**src/rtl/bp_table_ctrl_if.sv**
```systemverilog
// Update handshake from EX into the branch predictor write-port controller.
interface bp_table_ctrl_if #(
  parameter int IDX_W = 5
);
  logic             upd_valid;
  logic             upd_ready;
  logic [31:0]      upd_pc;
  logic             upd_taken;
  logic [31:0]      upd_target;
  logic [IDX_W-1:0] upd_bhsr;

  modport master (
    output upd_valid, upd_pc, upd_taken, upd_target, upd_bhsr,
    input  upd_ready
  );

  modport slave (
    input  upd_valid, upd_pc, upd_taken, upd_target, upd_bhsr,
    output upd_ready
  );
endinterface

```
**src/rtl/bp_table_ctrl.sv**
```systemverilog
// Branch predictor table write-port controller: update FIFO, PHT RMW, GHR, table sweep.
// Optional BP_UPD_BYPASS_EN: an update arriving into an empty FIFO is written the same cycle.
//
// state | meaning
// INIT  | post-reset sweep writing every table entry
// IDLE  | predictions valid, draining queued updates
// CLEAR | requested sweep; FIFO and history already discarded
module bp_table_ctrl #(
  parameter int FIFO_DEPTH = 4,
  parameter int IDX_W      = 5,
  parameter int TAG_W      = 25
) (
  input  logic              clk,
  input  logic              reset,
  bp_table_ctrl_if.slave    upd,
  input  logic              clr_req,
  output logic              pred_en,
  output logic [IDX_W-1:0]  bhsr,
  output logic [IDX_W-1:0]  pht_rd_idx,
  input  logic [1:0]        pht_rd_data,
  output logic              tbl_we,
  output logic [IDX_W-1:0]  tbl_idx,
  output logic [TAG_W-1:0]  tbl_tag,
  output logic [31:0]       tbl_target,
  output logic              pht_we,
  output logic [IDX_W-1:0]  pht_idx,
  output logic [1:0]        pht_wdata
);

  localparam int PTR_W = $clog2(FIFO_DEPTH);

  typedef enum logic [1:0] {INIT, IDLE, CLEAR} state_t;

  state_t             state_q, state_d;
  logic [IDX_W-1:0]   cnt;
  logic [PTR_W-1:0]   rd_ptr, wr_ptr;
  logic [PTR_W:0]     occ;

  logic [31:0]        f_pc     [FIFO_DEPTH];
  logic               f_taken  [FIFO_DEPTH];
  logic [31:0]        f_target [FIFO_DEPTH];
  logic [IDX_W-1:0]   f_bhsr   [FIFO_DEPTH];

  logic               sweep, idle, clr, empty, full;
  logic               drain, bypass, retire, push, ready_int;
  logic [31:0]        head_pc, src_pc, src_target;
  logic               src_taken;
  logic [IDX_W-1:0]   head_hash, src_hash, src_bhsr;

  // Outputs are gated by reset so everything reads zero while it is held.
  assign sweep  = reset && (state_q != IDLE);
  assign idle   = reset && (state_q == IDLE);
  assign clr    = idle && clr_req;
  assign empty  = (occ == '0);
  assign full   = (occ == (PTR_W+1)'(FIFO_DEPTH));
  assign drain  = idle && !clr_req && !empty;

`ifdef BP_UPD_BYPASS_EN
  assign bypass = idle && !clr_req && empty && upd.upd_valid;
`else
  assign bypass = 1'b0;
`endif

  assign retire        = drain || bypass;
  assign ready_int     = idle && !clr_req && (!full || drain);
  assign upd.upd_ready = ready_int;
  assign push          = upd.upd_valid && ready_int && !bypass;
  assign pred_en       = idle;

  assign head_pc    = f_pc[rd_ptr];
  assign head_hash  = f_bhsr[rd_ptr] ^ head_pc[IDX_W+1:2];
  assign src_pc     = drain ? head_pc           : upd.upd_pc;
  assign src_taken  = drain ? f_taken[rd_ptr]   : upd.upd_taken;
  assign src_target = drain ? f_target[rd_ptr]  : upd.upd_target;
  assign src_bhsr   = drain ? f_bhsr[rd_ptr]    : upd.upd_bhsr;
  assign src_hash   = src_bhsr ^ src_pc[IDX_W+1:2];

  always_ff @(posedge clk or negedge reset) begin
    if (!reset) state_q <= INIT;
    else        state_q <= state_d;
  end

  always_comb begin
    state_d    = state_q;
    tbl_we     = 1'b0;
    tbl_idx    = '0;
    tbl_tag    = '0;
    tbl_target = '0;
    pht_we     = 1'b0;
    pht_idx    = '0;
    pht_wdata  = 2'b00;
    pht_rd_idx = '0;

    case (state_q)
      INIT, CLEAR: if (cnt == '1) state_d = IDLE;
      IDLE:        if (clr_req) state_d = CLEAR;
      default:     state_d = INIT;
    endcase

    if (sweep) begin
      tbl_we     = 1'b1;
      tbl_idx    = cnt;
      tbl_tag    = '1;
      pht_we     = 1'b1;
      pht_idx    = cnt;
      pht_wdata  = 2'b11;
    end else if (retire) begin
      pht_rd_idx = src_hash;
      pht_we     = 1'b1;
      pht_idx    = src_hash;
      if (src_taken)
        pht_wdata = (pht_rd_data == 2'b11) ? 2'b11 : pht_rd_data + 2'd1;
      else
        pht_wdata = (pht_rd_data == 2'b00) ? 2'b00 : pht_rd_data - 2'd1;
      if (src_taken) begin
        tbl_we     = 1'b1;
        tbl_idx    = src_pc[IDX_W+1:2];
        tbl_tag    = src_pc[31:IDX_W+2];
        tbl_target = src_target;
      end
    end else if (reset && !empty) begin
      pht_rd_idx = head_hash;
    end
  end

  always_ff @(posedge clk or negedge reset) begin
    if (!reset) begin
      cnt    <= '0;
      bhsr   <= '0;
      rd_ptr <= '0;
      wr_ptr <= '0;
      occ    <= '0;
    end else if (clr) begin
      cnt    <= '0;
      bhsr   <= '0;
      rd_ptr <= '0;
      wr_ptr <= '0;
      occ    <= '0;
    end else begin
      if (sweep) cnt <= cnt + 1'b1;
      if (retire) bhsr <= {bhsr[IDX_W-2:0], src_taken};
      if (drain) rd_ptr <= rd_ptr + 1'b1;
      if (push)  wr_ptr <= wr_ptr + 1'b1;
      case ({push, drain})
        2'b10:   occ <= occ + 1'b1;
        2'b01:   occ <= occ - 1'b1;
        default: occ <= occ;
      endcase
    end
  end

  // Payload storage needs no reset; occupancy decides what is valid.
  always_ff @(posedge clk) begin
    if (push) begin
      f_pc[wr_ptr]     <= upd.upd_pc;
      f_taken[wr_ptr]  <= upd.upd_taken;
      f_target[wr_ptr] <= upd.upd_target;
      f_bhsr[wr_ptr]   <= upd.upd_bhsr;
    end
  end

endmodule
```
**src/flat_wrapper.sv**
```systemverilog
// flat-port wrapper written by rule: the top's interface ports become plain ports
module bp_table_ctrl_flat 
#(
  parameter int FIFO_DEPTH = 4,
  parameter int IDX_W      = 5,
  parameter int TAG_W      = 25
)
  (clk, reset, clr_req, pred_en, bhsr, pht_rd_idx, pht_rd_data, tbl_we, tbl_idx, tbl_tag, tbl_target, pht_we, pht_idx, pht_wdata, upd_upd_valid, upd_upd_pc, upd_upd_taken, upd_upd_target, upd_upd_bhsr, upd_upd_ready);
  bp_table_ctrl_if #(.IDX_W(IDX_W)) upd_i ();
  input  logic clk;
  input  logic reset;
  input  logic clr_req;
  output logic pred_en;
  output logic [IDX_W-1:0] bhsr;
  output logic [IDX_W-1:0] pht_rd_idx;
  input  logic [1:0] pht_rd_data;
  output logic tbl_we;
  output logic [IDX_W-1:0] tbl_idx;
  output logic [TAG_W-1:0] tbl_tag;
  output logic [31:0] tbl_target;
  output logic pht_we;
  output logic [IDX_W-1:0] pht_idx;
  output logic [1:0] pht_wdata;
  input wire logic [$bits(upd_i.upd_valid)-1:0] upd_upd_valid;
  input wire logic [$bits(upd_i.upd_pc)-1:0] upd_upd_pc;
  input wire logic [$bits(upd_i.upd_taken)-1:0] upd_upd_taken;
  input wire logic [$bits(upd_i.upd_target)-1:0] upd_upd_target;
  input wire logic [$bits(upd_i.upd_bhsr)-1:0] upd_upd_bhsr;
  output wire logic [$bits(upd_i.upd_ready)-1:0] upd_upd_ready;
  assign upd_i.upd_valid = upd_upd_valid;
  assign upd_i.upd_pc = upd_upd_pc;
  assign upd_i.upd_taken = upd_upd_taken;
  assign upd_i.upd_target = upd_upd_target;
  assign upd_i.upd_bhsr = upd_upd_bhsr;
  assign upd_upd_ready = upd_i.upd_ready;
  bp_table_ctrl #(.FIFO_DEPTH(FIFO_DEPTH), .IDX_W(IDX_W), .TAG_W(TAG_W)) u_core (.clk(clk), .reset(reset), .upd(upd_i), .clr_req(clr_req), .pred_en(pred_en), .bhsr(bhsr), .pht_rd_idx(pht_rd_idx), .pht_rd_data(pht_rd_data), .tbl_we(tbl_we), .tbl_idx(tbl_idx), .tbl_tag(tbl_tag), .tbl_target(tbl_target), .pht_we(pht_we), .pht_idx(pht_idx), .pht_wdata(pht_wdata));
endmodule
```
**config.mk**
```make
export PLATFORM = sky130hd
export DESIGN_NAME = bp_table_ctrl_flat
export DESIGN_NICKNAME = d
export VERILOG_FILES = /design/src/rtl/bp_table_ctrl_if.sv /design/src/rtl/bp_table_ctrl.sv /design/src/flat_wrapper.sv
export SDC_FILE = /design/constraint.sdc
export NUM_CORES = 1
export LEC_CHECK = 0
export CAP_MARGIN = 20
export CORE_UTILIZATION = 49
export DETAILED_ROUTE_END_ITERATION = 16
export HOLD_SLACK_MARGIN = 0.02
export PLACE_DENSITY_LB_ADDON = 0.08
export SKIP_CTS_REPAIR_TIMING = 1
export SLEW_MARGIN = 20
export SYNTH_ARGS = -nofsm -noshare
export SYNTH_HDL_FRONTEND = slang
export SYNTH_SLANG_ARGS = --single-unit
export TNS_END_PERCENT = 10
```
**constraint.sdc**
```tcl
create_clock -name clk -period 2.8 [get_ports clk]
set_input_delay 0.56 -clock clk [delete_from_list [all_inputs] [get_ports clk]]
set_output_delay 0.56 -clock clk [all_outputs]
set_load 0.02 [all_outputs]
```
Yosys cells after proc, flatten, opt, wreduce, memory -nomap -nowiden
Memory sizes are Yosys's and may differ from the RTL's.
Index checks and enable logic that the tools add are counted.
{"block": "classes", "n_reduce_logical": 21, "n_eq_ne": 10, "mux": 42, "bitwise": 2, "n_addsub": 7}
{"cell": "$mux 32", "count": 4}
{"cell": "$mux 25", "count": 3}
{"cell": "$mux 5", "count": 13}
{"cell": "$mux 2", "count": 11}
{"cell": "$xor 5x5->5", "count": 2}
{"cell": "$logic_and 1x1->1", "count": 8}
{"cell": "$mux 1", "count": 8}
{"cell": "$add 2x1->2 const B", "count": 3}
{"cell": "$eq 2x2->1 const B", "count": 3}
{"cell": "$pmux 3 s2", "count": 1}
{"cell": "$reduce_bool 2->1", "count": 3}
{"cell": "$add 5x1->5 const B", "count": 1}
{"cell": "$eq 5x5->1 const B", "count": 1}
{"cell": "$eq 2x1->1 const B", "count": 2}
{"cell": "$logic_not 2->1", "count": 2}
{"cell": "$ne 2x1->1 const B", "count": 2}
{"cell": "$pmux 2 s2", "count": 1}
{"cell": "$add 3x1->3 const B", "count": 1}
{"cell": "$eq 3x3->1 const B", "count": 1}
{"cell": "$logic_not 1->1", "count": 3}
{"cell": "$logic_not 3->1", "count": 1}
{"cell": "$mux 3", "count": 1}
{"cell": "$reduce_bool 3->1", "count": 1}
{"cell": "$sub 3x1->3 const B", "count": 1}
{"cell": "5 further kinds", "count": 5}
{"block": "word_totals", "regBits": 19, "input_bits": 76, "memories": 4, "mem_bits_rw": 280, "wordCells": 92}
{"memory": "u_core.f_pc", "words": 4, "width": 32, "read_ports": 1, "rd_ports_with_merged_regs": 0, "wr": 1, "line_no": "bp_table_ctrl.sv:39", "rtl": "logic [31:0] f_pc [FIFO_DEPTH];"}
{"memory": "u_core.f_target", "words": 4, "width": 32, "read_ports": 1, "rd_ports_with_merged_regs": 0, "wr": 1, "line_no": "bp_table_ctrl.sv:41", "rtl": "logic [31:0] f_target [FIFO_DEPTH];"}
{"memory": "u_core.f_bhsr", "words": 4, "width": 5, "read_ports": 1, "rd_ports_with_merged_regs": 0, "wr": 1, "line_no": "bp_table_ctrl.sv:42", "rtl": "logic [IDX_W-1:0] f_bhsr [FIFO_DEPTH];"}
{"memory": "u_core.f_taken", "words": 4, "width": 1, "read_ports": 1, "rd_ports_with_merged_regs": 0, "wr": 1, "line_no": "bp_table_ctrl.sv:40", "rtl": "logic f_taken [FIFO_DEPTH];"}

Logic depth before layout (Yosys ltp)
Gate-level depths: netlist of run 1.
{"block": "logic_depth", "word_depth": 10, "mapped_depth": 9, "depth_no_buf": 8}

Worst setup path after synthesis of run 1
OpenSTA, ideal clock, no wires.
{"block": "synth_path", "kind": "in2reg", "startpoint": "input port upd_upd_valid", "endpoint": "memory u_core.f_bhsr[0][0], enable pin", "path_buffers": 1, "stages": 3, "t_arrival_ns": 2.772, "setup_slack_ns": -0.405, "required_ns": 2.367, "cell_sequence": "clkbuf_1 nor3b_1 and2_1"}
{"block": "synth_via", "elab_chain_cells": 3}
{"element": "start, declared", "line_no": "flat_wrapper.sv:24", "rtl": "input wire logic [$bits(upd_i.upd_valid)-1:0] upd_upd_valid;"}
{"element": "$logic_and 1x1->1", "line_no": "bp_table_ctrl.sv:67", "rtl": "assign push = upd.upd_valid && ready_int && !bypass;"}
{"element": "$mux 1", "line_no": "bp_table_ctrl.sv:154", "rtl": "if (push) begin"}
{"element": "$mux 1 (not written as such)", "line_no": "bp_table_ctrl.sv:158", "rtl": "f_bhsr[wr_ptr] <= upd.upd_bhsr;"}
{"element": "end, declared", "line_no": "bp_table_ctrl.sv:42"}
Every way passes these cells.

Final worst setup path of run 1
{"block": "layout_path", "startpoint": "register u_core.rd_ptr[0]", "endpoint": "output port pht_wdata[0]"}
{"block": "layout_via", "elab_chain_cells": 5}
{"element": "start, declared", "line_no": "bp_table_ctrl.sv:36", "rtl": "logic [PTR_W-1:0] rd_ptr, wr_ptr;"}
{"element": "start signal, assigned", "line_no": "bp_table_ctrl.sv:142", "rtl": "if (drain) rd_ptr <= rd_ptr + 1'b1;"}
{"element": "$mem_v2 4x1"}
{"element": "$mux 1", "line_no": "bp_table_ctrl.sv:73", "rtl": "assign src_taken = drain ? f_taken[rd_ptr] : upd.upd_taken;"}
{"element": "$mux 2", "line_no": "bp_table_ctrl.sv:111", "rtl": "if (src_taken)"}
{"element": "$mux 2", "line_no": "bp_table_ctrl.sv:107", "rtl": "end else if (retire) begin"}
{"element": "$mux 2", "line_no": "bp_table_ctrl.sv:100", "rtl": "if (sweep) begin"}
{"element": "end, declared", "line_no": "flat_wrapper.sv:23", "rtl": "output logic [1:0] pht_wdata;"}
Every way passes these cells.

==> impl_results.md, run 1 <==
- Final Worst Setup Slack: -0.0739 ns
- Synth unique cells: 41
- Pwr Density: 715 mW/mm^2
- IO Pins: 159
- Reg2Reg Capture Point: u_core.occ[2]$_DFFE_PN0P_
- Count leader, synth: edfxtp_1
- R2r worst-path depth: 9
- Final setup vio count: 20
- DRT iter0 DRCs: 348
- Synthesized area: 0.0116 sq mm
- Fin Clk Skew: 0.00824 ns
- RD Place Congestion: 0.741
- LEAKAGE: 5.26 nW
- # H-tree levels: 1
- Top post-synthesis cells by count: edfxtp_1 (272), nand2_1 (84), mux4_2 (68)
- Yosys warns: 0
- CP max-delay cell: mux4_2
- FMAX: 0.348 GHz
- Worst r2r src: u_core.occ[2]$_DFFE_PN0P_
- Post-Syn Instances: 600
- Critical Path RT: 2.24 ns
- Synth area leaders: edfxtp_1 (71%), mux4_2 (13%), dfrtp_1 (4.1%), nand2_1 (2.7%), and2_4 (1.5%)
- Crit path max fanout: 31
- Period minus WS final: 2.87 ns
- Drt wl/cell: 20.6 microns
- Worst path cell trace: mux4_2 -> and3_4 -> buf_12 -> a21oi_4 -> o31ai_1 -> buf_2
- First-pass GRT wire length: 36600 microns
- Core Box Area: 0.0229 sq mm
- Clock root buffer master: clkbuf_16
- Via density per instance: 5.41
- Share of the synthesized area in the top cell type: 0.705
- Residual DRC: 0
- Layout cells sized above 1: 0.323
- I/O Buffers: 156
- Register area share after synthesis: 0.746
- Mapped Avg Cell Area: 19.3 sq um
- Startpoint Class: register
- Slew margin rel.: 0.484
- FF-to-FF setup slack: 0.40 ns
- Vias in the first global route: 6494
- Cell taking the most area after synthesis: edfxtp_1
- Maxcap violations: 0
- Fillers: 1632
- Syn-to-layout area delta: 26.5%
- Crit-path max cell delay: 0.53 ns
- Status: finished with violations
- CTS Buffer Depth: 3
- Clock Latency Late Sink: 0.55 ns
- Final worst path period share: 1.03
- Failing checks: setup timing
- Clk slew on worst S/H paths: 0.07 ns
- Placed Area: 0.0139 sq mm
- Maximum vdd drop: 0.518 mV
- Die height: 156 microns
- Clk sinks: 291
- ANT nets after route: 0
- FP Rows: 55
- Critical path arrival: 2.31 ns
- Crit Path Class: reg -> out
- CTS tree: yes
- Total gr overflow: 0
- Nets: 891
- DR vias: 6192
- Initial core utilization: 0.505
- Die area: 0.0243 sq mm
- Synth Register Bits: 291
- Least-Margin Pin Slew: 0.768 ns
- Hold Crit Class: in -> async
- Chip Width: 156 microns
- TritonRoute pass-1 iters: 4
- Share of flip-flops with an asynchronous set or reset: 0.0653
- Area of the multi-input gates: 0.00276 sq mm
- Syn_nets: 683
- Final hold slack: 0.379 ns
- Hpwl dp: 14900 microns
- Ys flop type: edfxtp_1
- Post-synth EDFFs: 272
- Largest net degree at the start of global routing: 42
- Drt total wl: 23600 microns
- Initial antenna violation count: 1
- Num CTS Buffers: 28
- Design area: 0.0146 sq mm
- Total track usage: 0.201
- Register area: 0.00865 sq mm
- Crit end category: primary output
- Fin. Hold Viols: 0
- Max-slew violations: 0
- RSZ-0062 raised after global routing: yes
==> metrics by stage <==
stage | total power, mW | TNS [ns] | util | instances | setup slack (ns)
after CTS | 10.5 | -33.29 | 0.646 | 1139 | -0.520
after global placement | 6.76 | -19.95 | 0.606 | 1087 | -0.347
final | 10.5 | -0.583 | 0.639 | 1144 | -0.0739
after global routing | 10.9 | -5.25 | 0.639 | 1143 | -0.172
after detailed placement | 6.81 | -23.52 | 0.606 | 1087 | -0.386
after floorplan | 6.13 | -55.01 | - | 600 | -0.404
==> how the worst max path moves through the flow <==
stage	startpoint	endpoint	slack (ns)
floorplan	upd_upd_valid	u_core.f_bhsr[0][0]$_DFFE_PP_	-0.40
CTS	u_core.rd_ptr[0]$_DFFE_PN0P_	pht_wdata[0]	-0.52
global placement	clr_req	tbl_tag[3]	-0.35
detailed placement	clr_req	tbl_tag[3]	-0.39
finish	u_core.rd_ptr[0]$_DFFE_PN0P_	pht_wdata[0]	-0.07
global route	u_core.rd_ptr[0]$_DFFE_PN0P_	pht_wdata[1]	-0.17
==> registers in the layout (all words and copies together), names as in the netlist <==
register,count
u_core.f_target,128
u_core.f_pc,120
u_core.f_bhsr,20
u_core.bhsr,5
u_core.cnt,5
u_core.f_taken,4
u_core.occ,3
u_core.rd_ptr,2
u_core.state_q,2
u_core.wr_ptr,2
==> where the power goes <==
part / total [mW] / internal [mW] / switching (mW)
Sequential: 4.93 / 4.83 / 0.0972
Combinational: 1.84 / 0.993 / 0.842
Clock: 3.71 / 2.12 / 1.59
Total: 10.5 / 7.95 / 2.53
==> routing by layer <==
metal	GRT usage	part of all wire	vias to the layer above
li1	-	-	2784
met4	0.0472	0.015	0
met2	0.341	0.51	179
met5	0	0	-
met1	0.268	0.42	3202
met3	0.0406	0.058	27
==> cells in the final DEF (no fill, tap or decap), types with 3 or more instances in the layout <==
master and instances:
buf_12 15, clkinv_2 7, and2_4 24, buf_2 36, clkinvlp_4 3, clkbuf_2 25, dlymetal6s2s_1 7, nand2b_1 3
a22o_1 3, inv_1 6, edfxtp_1 272, xnor2_1 4, mux2i_1 5, o21ai_0 19, mux4_2 68, ha_1 6
buf_6 6, clkbuf_1 4, dfrtp_1 17, a22oi_1 6, buf_4 37, clkbuf_16 30, bufinv_16 3, nand2_1 83
nor2_1 10, and2_1 13, o22ai_1 5, clkinv_1 4, clkdlybuf4s50_1 79
==> cells by family (layout without fill, tap and decap cells) <==
logic type                 Yosys count  count (layout)  synth area share
muxes                               73              73             0.137
AOI/OAI and AO/OA                   40              40            0.0214
adders and majority gates            7               7           0.00821
other                                0               1                 0
and+or+nand+nor                    147             147            0.0646
buffers and inverters               36             266            0.0183
DFF                                291             291             0.746
xor gates and xnor gates             6               6           0.00454
==> critical path: cells and delay by family (launching register included) <==
kind                   cells  cell delay (ns)
AO/OA/AOI/OAI              2             0.24
buffers and inverters      2             0.32
flip-flops                 1             0.48
multiplexers               1             0.53
AND/OR/NAND/NOR            1             0.19
==> cell type report <==
type | count | area share
diodes | 1 | 0.000171
clock inverters | 20 | 0.0134
repair buffers | 208 | 0.130
clock buffers | 32 | 0.0489
inverters | 6 | 0.00154
well taps | 313 | 0.0267
flip-flops and latches | 291 | 0.591
multi-input cells | 273 | 0.188
Note: power is estimated with default switching activity, not from simulation.
==> inputs of run 2 (changes only) <==
CORE_UTILIZATION = 35   (was 49)
==> run 2 against run 1 <==
- setup slack worse by 0.047 ns
- worst hold slack got worse by 0.0064 ns
- the run still ends with setup timing left
- register-to-register slack worse by 0.06 ns
- highest routed layer unchanged
- sequential share of layout area shrank 0.84 points
==> impl_results.md, run 2 (same netlist as run 1, synthesis figures left out) <==
- Chip Width: 184 microns
- DR vias: 6131
- Residual DRC: 0
- Slew margin rel.: 0.413
- Non-filler cells, final: 1277
- Commonest non-fill, non-tap cell in the layout: edfxtp_1
- ANT nets after route: 0
- Sw Ratio: 0.243
- Hold Crit Class: in -> async
- Clock Power Share: 0.356
- Syn-to-layout area delta: 28.3%
- Seq pwr share: 0.470
- FP Rows: 66
- Hpwl dp: 15900 microns
- Switching power total: 2.55 mW
- Maxcap violations: 0
- CTS Buffer Depth: 3
- Gate power share: 0.175
- IO Pins: 159
- RSZ-0062 raised after global routing: yes
- Design area: 0.0149 sq mm
- Critical Path RT: 2.24 ns
- Maximum vdd drop: 0.498 mV
- Startpoint Class: register
- Clock root buffer master: clkbuf_16
- Pre-CTS setup slack: -0.374 ns
- DRT iter0 DRCs: 309
- Clk sinks: 291
- TritonRoute pass-1 iters: 4
- Max FFs per register: 128
- Crit path max fanout: 15
- Final setup vio count: 59
- Failing checks: setup timing
- LEAKAGE: 5.29 nW
- Initial antenna violation count: 0
- Final worst path period share: 1.04
- Nets: 895
- CP startpoint: u_core.rd_ptr[0]$_DFFE_PN0P_
- Die height: 184 microns
- Inst Count DP: 1215
- I/O Buffers: 156
- Max-slew violations: 0
- Commonest cells after routing, fill and taps aside: edfxtp_1 (272), nand2_1 (81), clkdlybuf4s50_1 (79), mux4_2 (68), clkbuf_16 (33)
- Final hold slack: 0.372 ns
- Fin Clk Skew: 0.0212 ns
- Largest regs: u_core.f_target: 128 flops, u_core.f_pc: 120 flops, u_core.f_bhsr: 20 flops
- Vias in the first global route: 6790
- Largest Register: u_core.f_target
- Via density per instance: 4.80
- Least-Margin Pin Slew: 0.873 ns
- Initial core utilization: 0.356
- Total gr overflow: 0
- Worst r2r src: u_core.occ[2]$_DFFE_PN0P_
- Crit Path Class: reg -> out
- Core Box Area: 0.0325 sq mm
- Crit end category: primary output
- Period minus WS final: 2.92 ns
- Critical path arrival: 2.36 ns
- Clk slew on worst S/H paths: 0.06 ns
- Status: finished with violations
- Largest net degree at the start of global routing: 30
- Clock Latency Late Sink: 0.57 ns
- Pwr Density: 706 mW/mm^2
- Num CTS Buffers: 31
- Final Worst Setup Slack: -0.121 ns
- CTS tree: yes
- Die area: 0.0338 sq mm
- Placed Area: 0.0141 sq mm
- Layout cells sized above 1: 0.317
- First-pass GRT wire length: 38500 microns
- Int Pwr: 7.94 mW
- RD Place Congestion: 0.726
- Total track usage: 0.150
- FMAX: 0.342 GHz
- Diode count: 0
- Setup_tns: -4.78 ns
- Fin. Hold Viols: 0
- # H-tree levels: 1
- Drt total wl: 25600 microns
- Drt wl/cell: 20.0 microns
==> run 2: cell types whose count changed in the layout (fill, tap and decap cells not counted), sizes merged <==
cell and change:
clkinv -1, diode -1, buf -6, bufinv -2, clkbuf +16, clkinvlp -2
==> run 2: path summary, 6_finish.rpt <==
check	cells past startpoint	end	slack [ns]
max	6	tbl_target[30]	-0.12
min	2	u_core.bhsr[2]$_DFFE_PN0P_	0.37
max reg2reg	9	u_core.occ[2]$_DFFE_PN0P_	0.34
min reg2reg	1	u_core.cnt[3]$_DFFE_PN0P_	0.52
max in group asynchronous	2	u_core.rd_ptr[1]$_DFFE_PN0P_	2.24
min in group clk	1	u_core.cnt[3]$_DFFE_PN0P_	0.52
==> run 2: critical path: stages, from the launching register on <==
cell	delay (ns)
dfrtp_4	0.46
mux4_2	0.54
and3_4	0.21
buf_12	0.14
buf_12	0.14
and2_4	0.14
clkbuf_2	0.15
==> run 2: routing by layer <==
| layer | GRT usage | part of all wire |
|---|---|---|
| met4 | 0.0410 | 0.022 |
| met5 | 0 | 0 |
| met1 | 0.191 | 0.42 |
| met2 | 0.256 | 0.49 |
| met3 | 0.0366 | 0.064 |
==> run 2: per-stage QoR <==
step / total power, mW / util
finish: 10.5 / 0.457
CTS: 10.6 / 0.460
detailed placement: 6.84 / 0.432
floorplan: 6.13 / -
global placement: 6.81 / 0.432
global route: 10.9 / 0.457
==> run 2: power by group through the flow <==
| stage | Clock, mW | Sequential [mW] | Combinational (mW) |
|---|---|---|---|
| floorplan | 0 | 4.98 | 1.15 |
| global placement | 0 | 5.01 | 1.80 |
| detailed placement | 0 | 5.01 | 1.83 |
| CTS | 3.84 | 4.92 | 1.84 |
| global route | 3.99 | 4.93 | 1.98 |
| finish | 3.73 | 4.93 | 1.83 |
==> run 2: final cells by class <==
type                    instances  area [sq um]
flip-flops and latches        291          8650
multi-input cells             273          2770
repair buffers                209          1940
well taps                     442           553
inverters                       6          22.5
clock inverters                15           105
fillers                      2919         17700
clock buffers                  41           813
==> inputs of run 3 (changes only) <==
PLACE_DENSITY_LB_ADDON = not set   (was 0.08)
==> run 3 against run 2 <==
- the run still ends with setup timing left
- final cell count shrank 0.47%
- maximum frequency rose by 0.68%
- core utilization shrank 0.15 points
- cell area down 0.32%
- non-clock buffer count decreased by 7
- worst hold slack worse by 0.015 ns
- die area did not move
- first-iteration DRC count up 31%
- critical path depth stayed put
==> impl_results.md, run 3 (same netlist as run 1, synthesis figures left out) <==
- CTS Buffer Depth: 3
- Slew margin rel.: 0.479
- Max FFs per register: 128
- Maximum vdd drop: 0.528 mV
- Num CTS Buffers: 31
- TritonRoute pass-1 iters: 4
- Residual DRC: 0
- Die height: 184 microns
- Fin Clk Skew: 0.0123 ns
- Layout cells sized above 1: 0.321
- FP Rows: 66
- Non-filler cells, final: 1271
- Vias in the first global route: 6337
- RSZ-0062 raised after global routing: yes
- Core Box Area: 0.0325 sq mm
- First-pass GRT wire length: 36000 microns
- IO Pins: 159
- Drt total wl: 24200 microns
- FMAX: 0.345 GHz
- Commonest cells after routing, fill and taps aside: edfxtp_1 (272), nand2_1 (83), clkdlybuf4s50_1 (79), mux4_2 (68), buf_2 (41)
- Status: finished with violations
- Final Worst Setup Slack: -0.102 ns
- Final setup vio count: 70
- Total gr overflow: 0
- Via density per instance: 4.72
- Syn-to-layout area delta: 27.9%
- Largest Register: u_core.f_target
- Drt wl/cell: 19.1 microns
- Clock root buffer master: clkbuf_16
- Max-slew violations: 0
- LEAKAGE: 5.22 nW
- Die area: 0.0338 sq mm
- CTS tree: yes
- Crit Path Class: reg -> out
- Largest net degree at the start of global routing: 34
- Pwr Density: 716 mW/mm^2
- DRT iter0 DRCs: 406
- Clk sinks: 291
- Commonest non-fill, non-tap cell in the layout: edfxtp_1
- Initial antenna violation count: 2
- Final worst path period share: 1.04
- Final Power: 10.6 mW
- Initial core utilization: 0.356
- Crit end category: primary output
- Maxcap violations: 0
- Nets: 888
- Crit path max fanout: 16
- Inst Count DP: 1207
- Design area: 0.0148 sq mm
- Largest regs: u_core.f_target: 128 flops, u_core.f_pc: 120 flops, u_core.f_bhsr: 20 flops
- Clk slew on worst S/H paths: 0.06 ns
- Startpoint Class: register
- Failing checks: setup timing
- Least-Margin Pin Slew: 0.776 ns
- # H-tree levels: 1
- Critical path arrival: 2.34 ns
- Placed Area: 0.0140 sq mm
- RD Place Congestion: 0.729
- Chip Width: 184 microns
- Hold Crit Class: in -> async
- Total track usage: 0.140
- Hpwl dp: 14600 microns
- DR vias: 5999
- I/O Buffers: 156
- Period minus WS final: 2.90 ns
- Pre-CTS setup slack: -0.374 ns
- Critical Path RT: 2.24 ns
- Fin. Hold Viols: 0
- ANT nets after route: 0
- Clock Latency Late Sink: 0.56 ns
## run 3: cell count changes in the layout (fill, tap and decap cells not counted), moves of 5 or more
cell	previous run	this run
buf_6	11	1
clkbuf_1	10	5
clkinv_2	2	8
clkbuf_2	32	25
buf_2	29	41
## run 3: path summary, 6_finish.rpt
check                                        startpoint                            to  slack [ns]  depth (start not counted)
setup / recovery           u_core.rd_ptr[0]$_DFFE_PN0P_                  pht_wdata[0]       -0.10                          6
hold / removal                                    reset  u_core.rd_ptr[1]$_DFFE_PN0P_        0.36                          2
setup reg to reg              u_core.occ[2]$_DFFE_PN0P_     u_core.occ[2]$_DFFE_PN0P_        0.37                          9
hold reg to reg               u_core.cnt[3]$_DFFE_PN0P_     u_core.cnt[3]$_DFFE_PN0P_        0.53                          1
max in group asynchronous                         reset  u_core.rd_ptr[0]$_DFFE_PN0P_        2.01                          3
min in group clk              u_core.cnt[3]$_DFFE_PN0P_     u_core.cnt[3]$_DFFE_PN0P_        0.53                          1
## run 3: cell type report
cell class / count / area [sq um]
clock inverter: 20 / 161
inverter: 6 / 22.5
antenna: 1 / 2.50
fill: 2891 / 17700
clock buffer: 36 / 795
multi-input combinational: 273 / 2760
tap: 442 / 553
sequential: 291 / 8650
timing repair buffer: 202 / 1870
## run 3: where the power goes
| part | internal [mW] | leakage [nW] | switching (mW) |
|---|---|---|---|
| clock | 2.21 | 0.469 | 1.62 |
| sequential | 4.83 | 2.67 | 0.0919 |
| combinational | 1.00 | 2.08 | 0.862 |
| total | 8.04 | 5.22 | 2.57 |
## run 3: per-layer routing
layer,up-vias,track usage,routed length [microns]
met1,3058,0.185,10800
met5,-,0,17
li1,2771,-,-
met2,138,0.235,11700
met3,30,0.0319,1250
met4,2,0.0310,441
## run 3: critical path, cell delays in order (launching register included)
cell,delay (ns)
dfrtp_4,0.47
mux4_2,0.52
and3_4,0.24
buf_12,0.16
a21oi_2,0.15
o31ai_1,0.08
clkbuf_2,0.16
## run 3: through the flow
step                TNS, ns  utilization  hold slack (ns)
floorplan            -55.01            -            0.264
global placement     -22.27        0.431            0.514
detailed placement   -22.08        0.431            0.514
CTS                  -35.32        0.460            0.343
global route          -7.95        0.455            0.375
finish                -2.11        0.455            0.357
